$ cat src/rtl/cs_sched_pkg.sv
`default_nettype none
// +------------------------------------------------------------------+
// | cs_sched_pkg: chip-select codes, sequencer states, code mapping.  |
// | Revision: 1.0                                                     |
// +------------------------------------------------------------------+
package cs_sched_pkg;

  localparam int          CS_CODE_WIDTH   = 5;
  localparam logic [4:0]  CS_CODE_NONE    = 5'h00;
  localparam logic [4:0]  CS_CODE_FLASH   = 5'h1D;
  localparam logic [4:0]  CS_CODE_MAX3421 = 5'h1E;

  typedef enum logic [2:0] {
    ST_IDLE       = 3'd0,
    ST_SEL_SETUP  = 3'd1,
    ST_SEL_STROBE = 3'd2,
    ST_ACTIVE     = 3'd3,
    ST_REL_SETUP  = 3'd4,
    ST_REL_STROBE = 3'd5,
    ST_GUARD      = 3'd6
  } state_e;

  // Slots 0..13 map to codes 1..14; the two fixed devices sit at the top of the code space.
  function automatic logic [4:0] tgt_to_code(input logic [3:0] tgt);
    logic [4:0] code;
    if (tgt == 4'd14) begin
      code = CS_CODE_FLASH;
    end else if (tgt == 4'd15) begin
      code = CS_CODE_MAX3421;
    end else begin
      code = {1'b0, tgt} + 5'd1;
    end
    return code;
  endfunction

endpackage
`default_nettype wire

$ cat src/rtl/cs_sequencer_if.sv
`default_nettype none
// +------------------------------------------------------------------+
// | cs_sequencer_if: request/grant and decoder-side bus of sequencer. |
// | Revision: 1.0                                                     |
// +------------------------------------------------------------------+
interface cs_sequencer_if #(
  parameter int NUM_TGT     = 16,
  parameter int CS_IN_WIDTH = 5
);
  logic [NUM_TGT-1:0]     req;
  logic                   done;
  logic [NUM_TGT-1:0]     grant;
  logic [CS_IN_WIDTH-1:0] cs_code;
  logic                   cs_ready;
  logic                   busy;
  logic                   timeout_err;

  modport master (
    output req, done,
    input  grant, cs_code, cs_ready, busy, timeout_err
  );

  modport slave (
    input  req, done,
    output grant, cs_code, cs_ready, busy, timeout_err
  );
endinterface
`default_nettype wire

$ cat src/rtl/rr_arbiter.sv
`default_nettype none
// +------------------------------------------------------------------+
// | rr_arbiter: round-robin pointer with one-hot and indexed winner.  |
// | Revision: 1.0                                                     |
// +------------------------------------------------------------------+
module rr_arbiter #(
  parameter int NUM_TGT = 16,
  parameter int IW      = $clog2(NUM_TGT)
) (
  input  logic               clk,
  input  logic               resetn,
  input  logic [NUM_TGT-1:0] req_i,
  input  logic               load_i,
  output logic               valid_o,
  output logic [IW-1:0]      idx_o,
  output logic [NUM_TGT-1:0] onehot_o
);

  logic [IW-1:0] ptr_q;
  logic [IW-1:0] cand;
  logic          found;

  // Search starts one past the last winner; the power-of-two target count makes the wrap free.
  always_comb begin
    found    = 1'b0;
    idx_o    = '0;
    cand     = '0;
    for (int i = 1; i <= NUM_TGT; i++) begin
      cand = ptr_q + IW'(i);
      if (!found && req_i[cand]) begin
        found = 1'b1;
        idx_o = cand;
      end
    end
    valid_o  = found;
    onehot_o = found ? (NUM_TGT'(1) << idx_o) : '0;
  end

  always_ff @(posedge clk) begin
    if (!resetn) begin
      ptr_q <= IW'(NUM_TGT - 1);
    end else if (load_i) begin
      ptr_q <= idx_o;
    end
  end

endmodule
`default_nettype wire

$ cat src/rtl/cs_sequencer.sv
`default_nettype none
// +------------------------------------------------------------------+
// | cs_sequencer: round-robin chip-select scheduler driving the CPLD  |
// | decoder code bus and latch strobe. Revision: 1.0                  |
// +------------------------------------------------------------------+
module cs_sequencer
  import cs_sched_pkg::*;
#(
  parameter int NUM_TGT     = 16,
  parameter int CS_IN_WIDTH = 5,
  parameter int STROBE_CYC  = 2,
  parameter int GUARD_CYC   = 4,
  parameter int TIMEOUT_CYC = 65535
) (
  input  logic          clk,
  input  logic          resetn,
  cs_sequencer_if.slave bus
);

  localparam int          IW           = $clog2(NUM_TGT);
  localparam logic [15:0] STROBE_LAST  = 16'(STROBE_CYC - 1);
  localparam logic [15:0] GUARD_LAST   = 16'(GUARD_CYC - 1);
  localparam logic [15:0] TIMEOUT_LAST = 16'(TIMEOUT_CYC - 1);

  state_e                 state_q, state_d;
  logic [15:0]            cnt_q, cnt_d;
  logic [IW-1:0]          winner_q, winner_d;
  logic [NUM_TGT-1:0]     winner_oh_q, winner_oh_d;
  logic [CS_IN_WIDTH-1:0] cs_code_q, cs_code_d;
  logic                   cs_ready_q, cs_ready_d;
  logic [NUM_TGT-1:0]     grant_q, grant_d;
  logic                   busy_q, busy_d;
  logic                   timeout_err_q, timeout_err_d;

  logic                   arb_valid;
  logic [IW-1:0]          arb_idx;
  logic [NUM_TGT-1:0]     arb_onehot;
  logic                   arb_load;

  rr_arbiter #(
    .NUM_TGT (NUM_TGT),
    .IW      (IW)
  ) u_arb (
    .clk      (clk),
    .resetn   (resetn),
    .req_i    (bus.req),
    .load_i   (arb_load),
    .valid_o  (arb_valid),
    .idx_o    (arb_idx),
    .onehot_o (arb_onehot)
  );

  always_comb begin
    state_d       = state_q;
    cnt_d         = cnt_q;
    winner_d      = winner_q;
    winner_oh_d   = winner_oh_q;
    arb_load      = 1'b0;
    timeout_err_d = 1'b0;

    case (state_q)
      ST_IDLE: begin
        if (arb_valid) begin
          state_d     = ST_SEL_SETUP;
          winner_d    = arb_idx;
          winner_oh_d = arb_onehot;
          arb_load    = 1'b1;
          cnt_d       = '0;
        end
      end
      ST_SEL_SETUP: begin
        state_d = ST_SEL_STROBE;
        cnt_d   = '0;
      end
      ST_SEL_STROBE: begin
        if (cnt_q == STROBE_LAST) begin
          state_d = ST_ACTIVE;
          cnt_d   = '0;
        end else begin
          cnt_d = cnt_q + 16'd1;
        end
      end
      ST_ACTIVE: begin
        // done wins over a coincident timeout, so no error is flagged then.
        if (bus.done) begin
          state_d = ST_REL_SETUP;
          cnt_d   = '0;
        end else if ((TIMEOUT_CYC != 0) && (cnt_q == TIMEOUT_LAST)) begin
          state_d       = ST_REL_SETUP;
          cnt_d         = '0;
          timeout_err_d = 1'b1;
        end else begin
          cnt_d = cnt_q + 16'd1;
        end
      end
      ST_REL_SETUP: begin
        state_d = ST_REL_STROBE;
        cnt_d   = '0;
      end
      ST_REL_STROBE: begin
        if (cnt_q == STROBE_LAST) begin
          state_d = (GUARD_CYC == 0) ? ST_IDLE : ST_GUARD;
          cnt_d   = '0;
        end else begin
          cnt_d = cnt_q + 16'd1;
        end
      end
      ST_GUARD: begin
        if (cnt_q == GUARD_LAST) begin
          state_d = ST_IDLE;
          cnt_d   = '0;
        end else begin
          cnt_d = cnt_q + 16'd1;
        end
      end
      default: begin
        state_d = ST_IDLE;
        cnt_d   = '0;
      end
    endcase

    // Outputs are decoded from the next state so every output leaves a flop.
    cs_code_d  = CS_IN_WIDTH'(CS_CODE_NONE);
    if (state_d inside {ST_SEL_SETUP, ST_SEL_STROBE, ST_ACTIVE}) begin
      cs_code_d = CS_IN_WIDTH'(tgt_to_code(4'(winner_d)));
    end
    cs_ready_d = state_d inside {ST_SEL_STROBE, ST_REL_STROBE};
    grant_d    = (state_d == ST_ACTIVE) ? winner_oh_d : '0;
    busy_d     = (state_d != ST_IDLE);
  end

  always_ff @(posedge clk) begin
    if (!resetn) begin
      state_q       <= ST_IDLE;
      cnt_q         <= '0;
      winner_q      <= '0;
      winner_oh_q   <= '0;
      cs_code_q     <= '0;
      cs_ready_q    <= 1'b0;
      grant_q       <= '0;
      busy_q        <= 1'b0;
      timeout_err_q <= 1'b0;
    end else begin
      state_q       <= state_d;
      cnt_q         <= cnt_d;
      winner_q      <= winner_d;
      winner_oh_q   <= winner_oh_d;
      cs_code_q     <= cs_code_d;
      cs_ready_q    <= cs_ready_d;
      grant_q       <= grant_d;
      busy_q        <= busy_d;
      timeout_err_q <= timeout_err_d;
    end
  end

  assign bus.cs_code     = cs_code_q;
  assign bus.cs_ready    = cs_ready_q;
  assign bus.grant       = grant_q;
  assign bus.busy        = busy_q;
  assign bus.timeout_err = timeout_err_q;

endmodule
`default_nettype wire

$ cat src/flat_wrapper.sv
// flat-port wrapper written by rule: the top's interface ports become plain ports
module cs_sequencer_flat import cs_sched_pkg::*;
#(
  parameter int NUM_TGT     = 16,
  parameter int CS_IN_WIDTH = 5,
  parameter int STROBE_CYC  = 2,
  parameter int GUARD_CYC   = 4,
  parameter int TIMEOUT_CYC = 65535
)
  (clk, resetn, bus_req, bus_done, bus_grant, bus_cs_code, bus_cs_ready, bus_busy, bus_timeout_err);
  cs_sequencer_if #(.NUM_TGT(NUM_TGT), .CS_IN_WIDTH(CS_IN_WIDTH)) bus_i ();
  input  logic clk;
  input  logic resetn;
  input wire logic [$bits(bus_i.req)-1:0] bus_req;
  input wire logic [$bits(bus_i.done)-1:0] bus_done;
  output wire logic [$bits(bus_i.grant)-1:0] bus_grant;
  output wire logic [$bits(bus_i.cs_code)-1:0] bus_cs_code;
  output wire logic [$bits(bus_i.cs_ready)-1:0] bus_cs_ready;
  output wire logic [$bits(bus_i.busy)-1:0] bus_busy;
  output wire logic [$bits(bus_i.timeout_err)-1:0] bus_timeout_err;
  assign bus_i.req = bus_req;
  assign bus_i.done = bus_done;
  assign bus_grant = bus_i.grant;
  assign bus_cs_code = bus_i.cs_code;
  assign bus_cs_ready = bus_i.cs_ready;
  assign bus_busy = bus_i.busy;
  assign bus_timeout_err = bus_i.timeout_err;
  cs_sequencer #(.NUM_TGT(NUM_TGT), .CS_IN_WIDTH(CS_IN_WIDTH), .STROBE_CYC(STROBE_CYC), .GUARD_CYC(GUARD_CYC), .TIMEOUT_CYC(TIMEOUT_CYC)) u_core (.clk(clk), .resetn(resetn), .bus(bus_i));
endmodule
$ cat config.mk
export PLATFORM = sky130hd
export DESIGN_NAME = cs_sequencer_flat
export DESIGN_NICKNAME = d
export VERILOG_FILES = /design/src/rtl/cs_sched_pkg.sv /design/src/rtl/cs_sequencer_if.sv /design/src/rtl/rr_arbiter.sv /design/src/rtl/cs_sequencer.sv /design/src/flat_wrapper.sv
export SDC_FILE = /design/constraint.sdc
export NUM_CORES = 1
export LEC_CHECK = 0
export CELL_PAD_IN_SITES_DETAIL_PLACEMENT = 0
export CELL_PAD_IN_SITES_GLOBAL_PLACEMENT = 1
export CORE_MARGIN = 1
export CORE_UTILIZATION = 50
export CTS_CLUSTER_SIZE = 12
export DETAILED_ROUTE_END_ITERATION = 6
export GPL_TIMING_DRIVEN = 1
export PLACE_DENSITY_LB_ADDON = 0.1
export SKIP_LAST_GASP = 1
export SLEW_MARGIN = 20
export SYNTH_ARGS = -nofsm -noshare
export SYNTH_HDL_FRONTEND = slang
export SYNTH_SLANG_ARGS = --single-unit
$ cat constraint.sdc
create_clock -name clk -period 15.6 [get_ports clk]
set_input_delay 2.34 -clock clk [delete_from_list [all_inputs] [get_ports clk]]
set_output_delay 2.34 -clock clk [all_outputs]
set_load 0.005 [all_outputs]
==> impl_metrics.env, run 1 <==
export IMPL_status="finished clean"
export IMPL_hold_violations=0
export IMPL_clockRootBuffer="clkbuf_8"
export IMPL_synth_edff_count=0
export IMPL_setup_viol=0
export IMPL_drive_above_1_share_pct=13.8
export IMPL_grt_total_usage_pct=28.0
export IMPL_vias=5021
export IMPL_drt_first_pass_iters=5
export IMPL_cts_repair_resized=0
export IMPL_routabilityCongestion=0.939
export IMPL_core_um2=10800
export IMPL_clkSlewWorstSetupHoldPaths_ns=0.07
export IMPL_crit_required_ns=15.84
export IMPL_maxCapViolations=0
export IMPL_drt_vias_per_instance=6.41
export IMPL_numPortBuffers=42
export IMPL_slew_headroom_pct=31.9
export IMPL_drt_iter0_markers=466
export IMPL_ys_seq_area_share_pct=24.3
export IMPL_critPathLaunchType="input pin"
export IMPL_critPathKind="input pin to flop"
export IMPL_clock_latency_ns=0.35
export IMPL_cts_buffers=9
export IMPL_crit_path_end_kind="flop"
export IMPL_diodes=0
export IMPL_synth_area_top_cells="dfxtp_1 24%, mux4_2 11%, mux2i_1 5.8%"
export IMPL_rows=38
export IMPL_min_path_type="flop to flop"
export IMPL_synth_ff_type="dfxtp_1"
export IMPL_dp_hpwl_um=11300
export IMPL_clk_path_buf_depth=2
export IMPL_grt_pass1_vias=4638
export IMPL_cts_hold_buf=0
export IMPL_die_area_um2=11500
export IMPL_multi_input_area_um2=3950
export IMPL_post_cts_buffers=0
export IMPL_min_period_over_period_pct=45.0
export IMPL_routed_wirelength_um=15500
export IMPL_async_reset_ff_share_pct=0
export IMPL_drc=0
export IMPL_cts_sinks=67
export IMPL_die_w_um=107
export IMPL_ioPinCount=43
export IMPL_finClkSkew_ns=0.00781
export IMPL_synth_most_common_cell="dfxtp_1"
export IMPL_avgSynthCellArea_um2=8.98
export IMPL_area_growth_pct=11.8
export IMPL_tightest_slew_ns=1.02
export IMPL_crit_arrival_ns=7.26
export IMPL_ys_types=82
export IMPL_tns_ns=0
export IMPL_ys_warn_count=0
export IMPL_syn_cell_area_um2=5530
export IMPL_drtAntennaViolNets=0
export IMPL_cts_tree="yes"
export IMPL_antenna_found_initial=0
export IMPL_slew_viol_final=0
export IMPL_seq_area_um2=1340
export IMPL_synth_seq_cells=67
export IMPL_finalCriticalPeriod_ns=7.02
export IMPL_rsz0062_at_grt="no"
export IMPL_cp_max_fo=10
export IMPL_synth_nets=648
export IMPL_post_synth_inst_count=616
export IMPL_yosysTopAreaCellShare_pct=24.3
export IMPL_hold_depth=3
export IMPL_grt_pass1_wl_um=24800
export IMPL_htreeDepth=3
export IMPL_ff2ff_path_depth=15
export IMPL_initial_core_util_pct=51.2
export IMPL_fillers=956
export IMPL_die_h_um=107
export IMPL_max_freq_mhz=142
export IMPL_final_nets=671
export IMPL_grt_ovfl_total=0
export IMPL_grt_max_degree=34
export IMPL_synth_top_area_cell="dfxtp_1"
export IMPL_synth_common_cells="67 x dfxtp_1, 51 x nor2_1, 47 x nand2_1"
export IMPL_wl_per_cell_um=19.7
through the flow:
| stage | utilization (%) | instance area, um^2 | setup slack, ns | hold WS, ns | instances |
|---|---|---|---|---|---|
| 2_1_floorplan | - | 5530 | 9.38 | 0.501 | 616 |
| 3_3_place_gp | 55.5 | 5990 | 8.42 | 0.522 | 768 |
| 3_5_place_dp | 55.5 | 5990 | 8.26 | 0.530 | 768 |
| 4_1_cts | 57.3 | 6180 | 8.62 | 0.553 | 783 |
| 5_1_grt | 57.3 | 6180 | 8.25 | 0.578 | 783 |
| 6_report | 57.3 | 6180 | 8.58 | 0.549 | 783 |
sequential cells by signal (all words and copies together), names as in the netlist:
signal                  flops
u_core.bus.grant           16
u_core.state_q              3
u_core.winner_q             4
u_core.u_arb.ptr_q          4
u_core.bus.busy             1
u_core.bus.cs_ready         1
u_core.winner_oh_q         16
u_core.bus.cs_code          5
u_core.bus.timeout_err      1
u_core.cnt_q               16
worst max-delay path, stage by stage:
cell and delay (ns):
clkdlybuf4s50_1 0.55, mux4_1 0.68, mux4_2 0.59, a2111o_1 0.51, or4_1 0.72, nor2_4 0.16, a32oi_1 0.15, o211ai_2 0.53
nor2_1 0.14, nor2_1 0.22, ha_1 0.23, nand3_1 0.11, a221oi_1 0.31
layer usage:
| metal | wire [um] | share of wire [%] | GRT usage (%) | vias up |
|---|---|---|---|---|
| li1 | - | - | - | 2382 |
| met1 | 7180 | 46 | 40.7 | 2408 |
| met2 | 6850 | 44 | 42.4 | 206 |
| met3 | 1240 | 8.0 | 5.90 | 25 |
| met4 | 189 | 1.2 | 6.36 | 0 |
| met5 | 0 | 0 | 0 | - |
logic make-up after synthesis:
kind of cell | after synthesis | share of synthesized area [%]
xor+xnor | 22 | 3.76
mux | 79 | 22.1
fa+ha+maj | 13 | 2.94
simple gates | 242 | 23.2
compound gates | 141 | 19.4
flops | 67 | 24.3
buf+inv | 52 | 4.39
cell type report:
| class | instances | area share, % |
|---|---|---|
| Clock buffer | 13 | 2.57 |
| Clock inverter | 2 | 0.567 |
| Inverter | 16 | 0.972 |
| Multi-Input combinational cell | 497 | 63.8 |
| Sequential cell | 67 | 21.7 |
| Tap cell | 140 | 2.83 |
| Timing Repair Buffer | 48 | 7.53 |
worst paths after layout:
path                          start                endpoint  slack (ns)
max                     bus_req[14]   u_core.bus.cs_code[1]        8.58
max reg2reg   u_core.u_arb.ptr_q[1]   u_core.bus.cs_code[1]        9.01
min reg2reg  u_core.winner_oh_q[10]  u_core.winner_oh_q[10]        0.55
min          u_core.winner_oh_q[10]  u_core.winner_oh_q[10]        0.55
cells in the final DEF (no fill, tap or decap), types with 14 or more instances in the layout:
master / instances
a21oi_1: 25
and2_1: 27
clkdlybuf4s50_1: 42
dfxtp_1: 67
inv_1: 14
mux2_2: 15
mux2i_1: 32
mux4_2: 26
nand2_1: 47
nand3_1: 16
nor2_1: 51
nor2b_1: 29
o21ai_0: 23
xor2_1: 15
Power of run 1 is left out: the tool's default activity adds up to more than one toggle a clock period on the data nets, which glitch-free logic cannot reach.
==> run 2: changes to the inputs <==
- CORE_UTILIZATION: 50 -> 46
- clock period: 15.6 -> 6.5 ns (I/O delays scaled with it)
==> run 2 against run 1 <==
Compared with the run above:
- largest cell class unchanged
- register-to-register slack worse by 8.2 ns
- worst hold slack worse by 0.010 ns
- non-clock buffer count up 9
- the flow now finishes with violations (DRC)
- setup slack worse by 7.7 ns
- first-iteration DRC count down 21%
- utilization down 2.3 points
- final cell count up 1.7%
- global-route usage down 2.0 points
- highest routed layer unchanged
==> impl_metrics.env, run 2 (synthesis gave the netlist of run 1 again) <==
export IMPL_status="complete, but fails checks"
export IMPL_violations="DRC"
export IMPL_drt_vias_per_instance=6.30
export IMPL_final_nets=680
export IMPL_grt_pass1_wl_um=25600
export IMPL_cp_slowest_cell="ha_1"
export IMPL_cts_hold_buf=0
export IMPL_rows=39
export IMPL_tns_ns=0
export IMPL_antenna_found_initial=0
export IMPL_die_area_um2=12500
export IMPL_slew_viol_final=0
export IMPL_critPathKind="flop to flop"
export IMPL_hold_violations=0
export IMPL_post_cts_buffers=0
export IMPL_dp_hpwl_um=11400
export IMPL_die_w_um=112
export IMPL_rrSetupSlack_ns=0.83
export IMPL_path_common_cell="a211oi_1"
export IMPL_max_freq_mhz=176
export IMPL_core_um2=11600
export IMPL_cts_buffers=9
export IMPL_path_depth=15
export IMPL_routed_wirelength_um=15700
export IMPL_ff2ff_path_depth=15
export IMPL_layout_commonest_cell="dfxtp_1"
export IMPL_cp_cell_sequence="clkinv_1 -> buf_4 -> ha_1 -> mux4_1 -> mux4_2 -> a2111o_1 -> or4_1 -> a211oi_1 -> a211oi_1 -> a311oi_2 -> a21oi_1 -> ha_1 -> or2_2 -> a21boi_0 -> a211oi_1"
export IMPL_numPortBuffers=42
export IMPL_r2r_end="u_core.bus.cs_code[3]"
export IMPL_routabilityCongestion=0.931
export IMPL_critPathCapture="u_core.bus.cs_code[3]"
export IMPL_crit_family="compound AO/OA/AOI/OAI gates"
export IMPL_drtAntennaViolNets=0
export IMPL_seq_area_um2=1340
export IMPL_cts_tree="yes"
export IMPL_cp_max_fo=16
export IMPL_drt_first_pass_iters=7
export IMPL_crit_arrival_ns=5.88
export IMPL_crit_required_ns=6.71
export IMPL_grt_total_usage_pct=26.0
export IMPL_min_period_over_period_pct=87.3
export IMPL_clockRootBuffer="clkbuf_16"
export IMPL_cts_repair_resized=0
export IMPL_crit_path_end_kind="flop"
export IMPL_drive_above_1_share_pct=15.5
export IMPL_clk_path_buf_depth=2
export IMPL_drt_iter0_markers=369
export IMPL_critPathLaunchType="flop"
export IMPL_finalCriticalPeriod_ns=5.67
export IMPL_maxCapViolations=0
export IMPL_rsz0062_at_grt="no"
export IMPL_htreeDepth=3
export IMPL_cp_startpoint="u_core.u_arb.ptr_q[1]"
export IMPL_vias=5013
export IMPL_min_path_type="flop to flop"
export IMPL_grt_pass1_vias=4859
export IMPL_tightest_slew_ns=1.04
export IMPL_cts_sinks=67
export IMPL_fillers=1047
export IMPL_grt_ovfl_total=0
export IMPL_area_growth_pct=15.0
export IMPL_final_cell_mix="67 x dfxtp_1, 51 x nor2_1, 47 x nand2_1"
export IMPL_slowest_delay_ns=0.80
export IMPL_finClkSkew_ns=0.00568
export IMPL_slew_headroom_pct=29.8
export IMPL_r2r_start="u_core.u_arb.ptr_q[1]"
export IMPL_clock_latency_ns=0.34
export IMPL_multi_input_area_um2=3950
export IMPL_die_h_um=112
export IMPL_wl_per_cell_um=19.7
export IMPL_drc=2
export IMPL_grt_max_degree=34
export IMPL_initial_core_util_pct=47.8
export IMPL_diodes=0
export IMPL_clkSlewWorstSetupHoldPaths_ns=0.05
export IMPL_critical_path_buf_inv_count=2
export IMPL_ioPinCount=43
export IMPL_setup_viol=0
==> run 2: cell count changes in the layout (fill, tap and decap cells not counted) <==
cell / before / now
clkinvlp_4: 0 / 2
clkbuf_8: 11 / 1
inv_6: 0 / 1
buf_4: 6 / 15
clkbuf_16: 0 / 9
clkinv_2: 1 / 2
clkbuf_1: 2 / 0
==> run 2: worst min-delay path, cell delays in order, from the launching register on <==
cell,delay (ns)
dfxtp_1,0.36
xor2_1,0.08
nor2_1,0.07
==> run 2: layout make-up <==
class / count / area share [%]
clock inverters: 6 / 1.00
well taps: 143 / 2.81
repair buffers: 57 / 8.38
flip-flops and latches: 67 / 21.1
inverters: 16 / 0.944
multi-input cells: 497 / 62.0
clock buffers: 10 / 3.76
==> run 2: metal layers <==
layer | share of wire, % | GRT usage (%) | vias up
met5 | 0 | 0 | -
met4 | 1.7 | 8.47 | 0
met3 | 5.8 | 5.01 | 21
met2 | 45 | 39.6 | 175
met1 | 47 | 37.0 | 2415
li1 | - | - | 2402
==> run 2: how the worst min path moves through the flow <==
| stage | from | end | slack (ns) | depth (start not counted) |
|---|---|---|---|---|
| final | u_core.cnt_q[12] | u_core.cnt_q[12] | 0.54 | 2 |
| after global routing | u_core.winner_oh_q[10] | u_core.winner_oh_q[10] | 0.59 | 3 |
| after CTS | u_core.winner_oh_q[10] | u_core.winner_oh_q[10] | 0.54 | 3 |
| after detailed placement | u_core.cnt_q[12] | u_core.cnt_q[12] | 0.53 | 2 |
| after global placement | u_core.winner_oh_q[2] | u_core.winner_oh_q[2] | 0.52 | 3 |
| after floorplan | u_core.cnt_q[15] | u_core.cnt_q[15] | 0.50 | 2 |
==> run 2: metrics by stage <==
stage               instance area [um^2]  utilization [%]  cells  hold slack [ns]  setup slack [ns]
global route                        6360             55.0    796            0.586             0.593
CTS                                 6360             55.0    796            0.545             0.902
finish                              6360             55.0    796            0.539             0.828
floorplan                           5530                -    616            0.501              1.42
detailed placement                  6060             52.4    780            0.532             0.611
global placement                    6060             52.4    780            0.524             0.753
Power of run 2 is left out for the same reason.
==> run 3: changes to the inputs <==
- HOLD_SLACK_MARGIN: default -> 0.02
- SLEW_MARGIN: 20 -> default
==> results of run 3 <==
No change in the layout: final DEF, timing and power equal those of run 2.
Power of run 3 is left out for the same reason.
